<file path="src/rtl/seven_segment_scanner_if.sv">
// Display-side bundle of the seven-segment scanner: input word and the anode/segment drive.
// Purely combinational wiring; no latency, no flow control.
// slave = scanner, master = whoever supplies value_in and watches the display pins.
interface seven_segment_scanner_if;
    logic [15:0] value_in;
    logic [3:0]  an;
    logic [6:0]  seg;
    logic        dp;
    logic        frame_start;

    modport master (
        output value_in,
        input  an,
        input  seg,
        input  dp,
        input  frame_start
    );

    modport slave (
        input  value_in,
        output an,
        output seg,
        output dp,
        output frame_start
    );
endinterface

</file>
<file path="src/rtl/seven_segment_scanner.sv">
// 4-digit common-anode hex scanner with optional leading-zero blanking and per-frame input latch.
// Latency: an/seg registered one clock after idx/shadow; value_in captured on the 3->0 digit edge.
// No backpressure: free-running scan; value_in is sampled once per frame and ignored otherwise.
module seven_segment_scanner #(
    parameter int DIGIT_TICKS   = 40000,
    parameter int BLANK_LEADING = 1
) (
    input  logic                    clk,
    input  logic                    reset,
    seven_segment_scanner_if.slave  disp
);

    localparam int            TW        = (DIGIT_TICKS > 1) ? $clog2(DIGIT_TICKS) : 1;
    localparam logic [TW-1:0] TICK_LAST = TW'(DIGIT_TICKS - 1);

    logic [TW-1:0] tick_cnt_q, tick_cnt_d;
    logic [1:0]    idx_q, idx_d;
    logic [15:0]   shadow_q, shadow_d;
    logic          frame_start_q, frame_start_d;
    logic [3:0]    an_q, an_d;
    logic [6:0]    seg_q, seg_d;

    logic          tick_wrap;
    logic          frame_edge;
    logic [3:0]    nib;
    logic          blank;

    function automatic logic [6:0] hex_decode(input logic [3:0] n);
        logic [6:0] s;
        case (n)
            4'h0: s = 7'h40;
            4'h1: s = 7'h79;
            4'h2: s = 7'h24;
            4'h3: s = 7'h30;
            4'h4: s = 7'h19;
            4'h5: s = 7'h12;
            4'h6: s = 7'h02;
            4'h7: s = 7'h78;
            4'h8: s = 7'h00;
            4'h9: s = 7'h10;
            4'hA: s = 7'h08;
            4'hB: s = 7'h03;
            4'hC: s = 7'h46;
            4'hD: s = 7'h21;
            4'hE: s = 7'h06;
            default: s = 7'h0E;
        endcase
        return s;
    endfunction

    // Scan timing: the shadow reloads only on the digit-3 -> digit-0 edge so a frame never tears.
    always_comb begin
        tick_wrap     = (tick_cnt_q == TICK_LAST);
        frame_edge    = tick_wrap && (idx_q == 2'd3);
        tick_cnt_d    = tick_wrap ? '0 : tick_cnt_q + TW'(1);
        idx_d         = tick_wrap ? idx_q + 2'd1 : idx_q;
        shadow_d      = frame_edge ? disp.value_in : shadow_q;
        frame_start_d = frame_edge;
    end

    // A digit is blank when it and every nibble to its left are zero; digit 0 always shows.
    always_comb begin
        nib   = shadow_q[3:0];
        blank = 1'b0;
        case (idx_q)
            2'd1: begin
                nib   = shadow_q[7:4];
                blank = (BLANK_LEADING != 0) && (shadow_q[15:4] == 12'h000);
            end
            2'd2: begin
                nib   = shadow_q[11:8];
                blank = (BLANK_LEADING != 0) && (shadow_q[15:8] == 8'h00);
            end
            2'd3: begin
                nib   = shadow_q[15:12];
                blank = (BLANK_LEADING != 0) && (shadow_q[15:12] == 4'h0);
            end
            default: begin
                nib   = shadow_q[3:0];
                blank = 1'b0;
            end
        endcase
        an_d  = blank ? 4'b1111 : ~(4'b0001 << idx_q);
        seg_d = blank ? 7'h7F   : hex_decode(nib);
    end

    always_ff @(posedge clk or posedge reset) begin
        if (reset) begin
            tick_cnt_q    <= '0;
            idx_q         <= 2'd0;
            shadow_q      <= 16'h0000;
            frame_start_q <= 1'b0;
            an_q          <= 4'b1111;
            seg_q         <= 7'h7F;
        end else begin
            tick_cnt_q    <= tick_cnt_d;
            idx_q         <= idx_d;
            shadow_q      <= shadow_d;
            frame_start_q <= frame_start_d;
            an_q          <= an_d;
            seg_q         <= seg_d;
        end
    end

    assign disp.an          = an_q;
    assign disp.seg         = seg_q;
    assign disp.dp          = 1'b1;
    assign disp.frame_start = frame_start_q;

endmodule

</file>
<file path="src/flat_wrapper.sv">
// flat-port wrapper written by rule: the top's interface ports become plain ports
module seven_segment_scanner_flat 
#(
    parameter int DIGIT_TICKS   = 40000,
    parameter int BLANK_LEADING = 1
)
  (clk, reset, disp_value_in, disp_an, disp_seg, disp_dp, disp_frame_start);
  seven_segment_scanner_if disp_i ();
  input  logic clk;
  input  logic reset;
  input wire logic [$bits(disp_i.value_in)-1:0] disp_value_in;
  output wire logic [$bits(disp_i.an)-1:0] disp_an;
  output wire logic [$bits(disp_i.seg)-1:0] disp_seg;
  output wire logic [$bits(disp_i.dp)-1:0] disp_dp;
  output wire logic [$bits(disp_i.frame_start)-1:0] disp_frame_start;
  assign disp_i.value_in = disp_value_in;
  assign disp_an = disp_i.an;
  assign disp_seg = disp_i.seg;
  assign disp_dp = disp_i.dp;
  assign disp_frame_start = disp_i.frame_start;
  seven_segment_scanner #(.DIGIT_TICKS(DIGIT_TICKS), .BLANK_LEADING(BLANK_LEADING)) u_core (.clk(clk), .reset(reset), .disp(disp_i));
endmodule
</file>
<file path="config.mk">
export PLATFORM = sky130hd
export DESIGN_NAME = seven_segment_scanner_flat
export DESIGN_NICKNAME = d
export VERILOG_FILES = /design/src/rtl/seven_segment_scanner_if.sv /design/src/rtl/seven_segment_scanner.sv /design/src/flat_wrapper.sv
export SDC_FILE = /design/constraint.sdc
export NUM_CORES = 1
export LEC_CHECK = 0
export BUFFER_PORTS_ARGS = -buffer_cell sky130_fd_sc_hd__buf_4
export CORE_ASPECT_RATIO = 0.7
export CORE_UTILIZATION = 44
export DETAILED_ROUTE_END_ITERATION = 10
export GPL_TIMING_DRIVEN = 1
export PLACE_DENSITY_LB_ADDON = 0.05
export SLEW_MARGIN = 20
export SYNTH_ARGS = -nofsm -noshare
export SYNTH_HDL_FRONTEND = slang
export SYNTH_SLANG_ARGS = --single-unit
</file>
<file path="constraint.sdc">
create_clock -name clk -period 5 [get_ports clk]
set_clock_uncertainty 0.2 [all_clocks]
set_input_delay 0.75 -clock clk [delete_from_list [all_inputs] [get_ports clk]]
set_output_delay 0.75 -clock clk [all_outputs]
set_load 0.1 [all_outputs]
</file>
==> results.ini, run 1 <==
[sta]
grt_setup_unrepaired=no
finalSetupTns_ps=0
slew_headroom_pct=41.8
setup_viol=0
tightest_slew_ps=872
fin_crit_sh_pct=56.3
max_freq_ghz=0.355
post-route-min-period_ps=2810
finalHoldViolations=0
slew_viol_final=0
holdWs_ps=323

[critical_path]
worstReg2RegStart=u_core.idx_q[0]$_DFFE_PP0N_
timing.critical_path.from=u_core.idx_q[0]$_DFFE_PP0N_
crit_type=reg -> reg
cp.required_ps=5000
slowest_delay_ps=500
cp_max_fo=10
cp-start-kind=flip-flop
slowest_stage=o2bb2ai_1
end_kind=flip-flop
cp.arrival_ps=2810
crit_chain=inv_1 > ha_1 > clkinv_1 > o2bb2ai_1 > inv_1 > ha_1 > a211o_1 > o22ai_1 > a22oi_1

[logic_synthesis]
synth_area_leaders=dfrtp_1, dfstp_2, ha_1
synth_area_leader_cell=dfrtp_1
synth_nets=227
synth-main-ff-cell=dfrtp_1
yosysWarnings=0
synth_cell_types=47
synthCells=197
async_flop_share_pct=100
synth_edf_count=0
synth_top_area_share_pct=37.5
syn_area_per_cell_um2=11.9
synth_seq_cells=46
syn_area_um2=2340
seq_area_frac_synth_pct=49.8

[placed_design]
routabilityCongestion=0.861
port_buffers=29
dp_hpwl_mm=3.35

[hold_path]
hp-start=u_core.tick_cnt_q[0]$_DFF_PP0_
hold_class=reg -> reg

[global_routing]
antenna_found_initial=0
grt-ovfl-total=0
grt_pass1_wl_mm=7.61
grtUsageTotal_pct=18.0
grt_max_degree=47
grt_pass1_vias=1554

[final_layout]
antenna-diode-count=0
fillers=451
drive_gt1_share_pct=30.1
final_net_count=258
syn_to_final_growth_pct=14.5

[pwr]
peakVddDrop_uv=96.0
leakage_nw=1.26
power_density_nw_per_um2=225
power_w=0.000604

[clock_network]
cts.clk_slew.worst_paths_ps=70
h-tree-depth=2
hold_buffers=0
cts_tree=built
clk_latency_ps=290
cts_buffer_depth=2
root_buffer=clkbuf_8
ctsResizeCount=0
numCtsBuffers=5
postCtsSetupBuffers=0
clock-sinks=46

[flow_run]
cap_violations=0

[route]
detail_route.wl_per_cell_um=14.7
drtIter0Drc=115
antenna_left=0
num_vias=1570
postRouteWirelength_mm=4.39
drc=0
drt_pass1_iterations=5
via_per_inst=5.27

[die]
ios=31
die_w_um=89.1
die_h_um=63.0
dieArea_um2=5620
core_area_um2=4940
rows=21
start_util_pct=47.3

[outcome]
outcome=completed

==> critical path, delay by kind of cell (launching register included) <==
kind / cells / cell delay (ps)
AOI/OAI and AO/OA: 4 / 1020
adders and majority gates: 2 / 530
DFF: 1 / 410
buffers and inverters: 3 / 560
==> state kept, by name, indices dropped and copies added, names as in the netlist <==
signal                   flops
u_core.disp.an               4
u_core.disp.frame_start      1
u_core.shadow_q             16
u_core.tick_cnt_q           16
u_core.idx_q                 2
u_core.disp.seg              7
==> per-stage QoR <==
stage | cells | utilization [%] | area [µm²] | worst slack [ps]
after floorplan | 197 | - | 2340 | 2590
after global placement | 290 | 52.6 | 2600 | 2320
after detailed placement | 290 | 52.6 | 2600 | 2220
after CTS | 298 | 54.2 | 2680 | 2190
after global routing | 298 | 54.2 | 2680 | 1920
final | 298 | 54.2 | 2680 | 2190
==> layout make-up <==
| type | count | area [µm²] | share of cell area, % |
|---|---|---|---|
| Sequential cell | 46 | 1160 | 43.5 |
| Clock buffer | 6 | 72.6 | 2.71 |
| Multi-Input combinational cell | 135 | 1080 | 40.4 |
| Timing Repair Buffer | 30 | 225 | 8.41 |
| Clock inverter | 2 | 8.76 | 0.327 |
| Inverter | 10 | 37.5 | 1.40 |
| Tap cell | 69 | 86.3 | 3.22 |
==> cells in the mapped netlist, types with 5 or more instances <==
library cell,instances
nand2_1,7
xnor2_1,5
ha_1,12
dfstp_2,11
nand3_1,11
dfrtp_1,35
mux2_2,8
xor2_1,7
mux2_4,9
nor2_1,9
inv_1,9
a21oi_1,7
==> cells in the final DEF, fill, tap and decap left out, types with 4 or more instances in the layout <==
master | synthesis | layout
a211oi_1 | 4 | 4
a21oi_1 | 7 | 7
buf_4 | 1 | 30
clkbuf_8 | 0 | 5
dfrtp_1 | 35 | 35
dfstp_2 | 11 | 11
ha_1 | 12 | 12
inv_1 | 9 | 8
mux2_2 | 8 | 8
mux2_4 | 9 | 9
nand2_1 | 7 | 7
nand3_1 | 11 | 11
nand4_1 | 4 | 4
nor2_1 | 9 | 9
nor2b_1 | 4 | 4
o21ai_0 | 4 | 4
xnor2_1 | 5 | 5
xor2_1 | 7 | 7
==> metal layers <==
metal  up-vias  share of wire [%]  wire length, µm  global-route usage [%]
met4         0               0.91               40                    5.56
met1       736                 57             2480                    28.9
li1        779                  -                -                       -
met5         -                  0                0                       0
met3         5                5.6              245                    5.15
met2        50                 37             1620                    22.9
==> power by group <==
part	internal (W)	switching (W)	total [W]
logic	0.00000900	0.0000118	0.0000208
clock network	0.0000961	0.000114	0.000211
registers	0.000372	0	0.000372
total	0.000477	0.000126	0.000604
==> final timing paths <==
check / cells after the start / slack, ps / to
max: 9 / 2190 / u_core.disp.seg[0]$_DFF_PP1_
min: 1 / 320 / u_core.tick_cnt_q[0]$_DFF_PP0_
max reg2reg: 9 / 2190 / u_core.disp.seg[0]$_DFF_PP1_
min reg2reg: 1 / 320 / u_core.tick_cnt_q[0]$_DFF_PP0_
max in group asynchronous: 3 / 3830 / u_core.shadow_q[14]$_DFFE_PP0P_
min in group asynchronous: 3 / 390 / u_core.tick_cnt_q[7]$_DFF_PP0_
==> cell families (layout without fill, tap and decap cells) <==
| group | Yosys count | count (layout) | share of synthesized area, % |
|---|---|---|---|
| simple gates | 54 | 54 | 13.0 |
| compound gates | 36 | 36 | 11.3 |
| fa+ha+maj | 12 | 12 | 6.42 |
| buf+inv | 16 | 48 | 3.91 |
| mux | 20 | 20 | 10.9 |
| xor+xnor | 12 | 12 | 4.49 |
| other cells | 1 | 1 | 0.160 |
| flops | 46 | 46 | 49.8 |
(Power assumes the default switching activity.)
==> inputs of run 2 (changes only) <==
- ABC_AREA: not set -> 1
- clock period: 5 -> 2.9 ns (I/O delays scaled with it)
==> results.ini, run 2 <==
[critical_path]
cpMostUsedCell=nand2_1
cp_max_fo=9  ; -1
slowest_delay_ps=540  ; +40 ps
cp.required_ps=2930  ; -2070 ps
cp.arrival_ps=2610  ; -200 ps
critical_path_buf_inv_count=3  ; unchanged
crit_chain=inv_1 > ha_1 > inv_2 > nand2_1 > o21ai_0 > inv_1 > ha_1 > nand3_1 > nand3_1 > nand2_1 > nand2_1
slowest_stage=o21ai_0
crit_family=compound AO/OA/AOI/OAI gates
cp-start-kind=flip-flop
crit_type=reg -> reg
end_kind=flip-flop

[logic_synthesis]
synthCells=318  ; +61%
syn_area_per_cell_um2=7.81  ; -34%
synth.top_cells.by_count=nand2_1, dfrtp_1, nor2_1
yosysWarnings=0  ; unchanged
synth_area_leaders=dfrtp_1, nand2_1, dfstp_2
async_flop_share_pct=100  ; unchanged
synth_top_area_share_pct=35.2  ; -2.2 points
seq_area_frac_synth_pct=46.9  ; -2.9 points
synth_most_common_cell=nand2_1
synth_nets=348  ; +53%
synth_area_leader_cell=dfrtp_1
synth-main-ff-cell=dfrtp_1
syn_area_um2=2480  ; +6.3%
synth_cell_types=28  ; -40%
synth_seq_cells=46  ; unchanged
synth_edf_count=0  ; unchanged

[die]
rows=22  ; +4.8%
core_area_um2=5340  ; +8.1%
die_w_um=91.8  ; +3.0%
start_util_pct=46.5  ; -0.81 points
die_h_um=64.9  ; +3.0%
ios=31  ; unchanged
dieArea_um2=5960  ; +6.1%

[clock_network]
h-tree-depth=2  ; unchanged
cts_tree=built
clock-sinks=46  ; unchanged
clk_latency_ps=300  ; about the same
cts_buffer_depth=2  ; unchanged
numCtsBuffers=5  ; unchanged
postCtsSetupBuffers=0  ; unchanged
root_buffer=clkbuf_8
cts.clk_slew.worst_paths_ps=80  ; about the same

[final_layout]
syn_to_final_growth_pct=15.6
final_common_cell=nand2_1
drive_gt1_share_pct=18.4  ; -12 points
antenna-diode-count=0  ; unchanged
instances_no_fill=426  ; +43%
fillers=573  ; +27%
final_net_count=383  ; +48%
final_cell_mix=nand2_1, dfrtp_1, buf_4
final_core_util_pct=53.8  ; -0.41 points

[global_routing]
grt_pass1_wl_mm=9.10  ; +20%
grt_max_degree=20  ; -57%
grt-ovfl-total=0  ; unchanged
antenna_found_initial=0  ; unchanged
grtUsageTotal_pct=20.2  ; +2.1 points
grt_pass1_vias=1854  ; +19%

[placed_design]
dp.cells=417  ; +44%
dp_hpwl_mm=4.03  ; +20%
routabilityCongestion=0.856  ; -0.50%
port_buffers=29  ; unchanged
place_ws_ps=366  ; -1850 ps

[pwr]
power_density_nw_per_um2=378  ; +67%
peakVddDrop_uv=165  ; +71%
leakage_nw=1.44  ; +14%

[route]
drtIter0Drc=121  ; +5.2%
drt_pass1_iterations=4  ; -1
detail_route.wl_per_cell_um=12.5  ; -15%
via_per_inst=4.77  ; -9.5%
postRouteWirelength_mm=5.33  ; +21%
antenna_left=0  ; unchanged
num_vias=2032  ; +29%
drc=0  ; unchanged

[sta]
tightest_slew_ps=668  ; -204 ps
slew_headroom_pct=55.2  ; +13 points
finalHoldViolations=0  ; unchanged
max_freq_ghz=0.387  ; +9.0%
grt_setup_unrepaired=no
finalSetupTns_ps=0  ; unchanged
post-route-min-period_ps=2580  ; -233 ps
slew_viol_final=0  ; unchanged
fin_ws_ps=318  ; -1870 ps
fin_crit_sh_pct=89.0  ; +33 points
setup_viol=0  ; unchanged

[outcome]
outcome=completed

[hold_path]
hold_class=in -> reg

[flow_run]
cap_violations=0  ; unchanged

-- run 2: cell types whose count changed after synthesis, sizes merged, moves of 6 or more --
cell	before	now
inv	9	34
mux2	17	0
nand2	7	126
nand3	11	30
nor2	9	35
a21oi	7	1
-- run 2: cell families after synthesis --
logic type | count (synthesis) | synth area share (%)
AND/OR/NAND/NOR | 206 | 35.9
adder cells (fa/ha/maj) | 12 | 6.04
flip-flops | 46 | 46.9
AO/OA/AOI/OAI | 7 | 1.71
other | 1 | 0.151
XOR/XNOR | 7 | 2.47
buffers and inverters | 39 | 6.85
-- run 2: repair_timing --
item                                   in CTS  in global routing
hold buffers                                1                  0
endpoints found under the hold margin      17                  0
resized for setup                           0                  0
-- run 2: layout make-up --
| cell class | count | area (µm²) | share of cell area [%] |
|---|---|---|---|
| Clock buffer | 8 | 90.1 | 3.14 |
| Sequential cell | 46 | 1160 | 40.5 |
| Inverter | 34 | 128 | 4.44 |
| Multi-Input combinational cell | 233 | 1150 | 40.0 |
| Timing Repair Buffer | 33 | 250 | 8.71 |
| Tap cell | 72 | 90.1 | 3.14 |
-- run 2: where the power goes --
part | internal, W | leakage (nW) | switching, W | total [W]
clock | 0.000195 | 0.0455 | 0.000211 | 0.000405
combinational | 0.0000169 | 0.886 | 0.0000209 | 0.0000378
sequential | 0.000642 | 0.506 | 0 | 0.000642
total | 0.000853 | 1.44 | 0.000231 | 0.00108
-- run 2: through the flow --
| step | cell area, µm² | total power (W) | hold WS, ps |
|---|---|---|---|
| after floorplan | 2480 | 0.000670 | 231 |
| after global placement | 2770 | 0.000692 | 252 |
| after detailed placement | 2770 | 0.000692 | 254 |
| after CTS | 2870 | 0.00110 | 119 |
| after global routing | 2870 | 0.00113 | 126 |
| final | 2870 | 0.00108 | 125 |
-- run 2: worst min-delay path, stage by stage --
cell,delay (ps)
buf_4,70
nand2_1,40
nand2_1,50
-- run 2: routing by layer --
metal / part of all wire [%] / global-route usage, % / up-vias
met1: 59 / 33.1 / 926
met2: 35 / 25.3 / 54
met5: 0 / 0 / -
met4: 0.99 / 7.03 / 0
li1: - / - / 1047
met3: 5.3 / 3.87 / 5
-- run 2: path summary, 6_finish.rpt --
check / start / cells after the start / slack (ps) / end
max reg2reg: u_core.idx_q[0]$_DFFE_PP0N_ / 11 / 320 / u_core.disp.seg[3]$_DFF_PP1_
min in group asynchronous: reset / 3 / 500 / u_core.tick_cnt_q[13]$_DFF_PP0_
min: disp_value_in[9] / 3 / 120 / u_core.shadow_q[9]$_DFFE_PP0P_
max: u_core.idx_q[0]$_DFFE_PP0N_ / 11 / 320 / u_core.disp.seg[3]$_DFF_PP1_
max in group asynchronous: reset / 4 / 1350 / u_core.disp.seg[1]$_DFF_PP1_
min reg2reg: u_core.tick_cnt_q[0]$_DFF_PP0_ / 1 / 260 / u_core.tick_cnt_q[0]$_DFF_PP0_
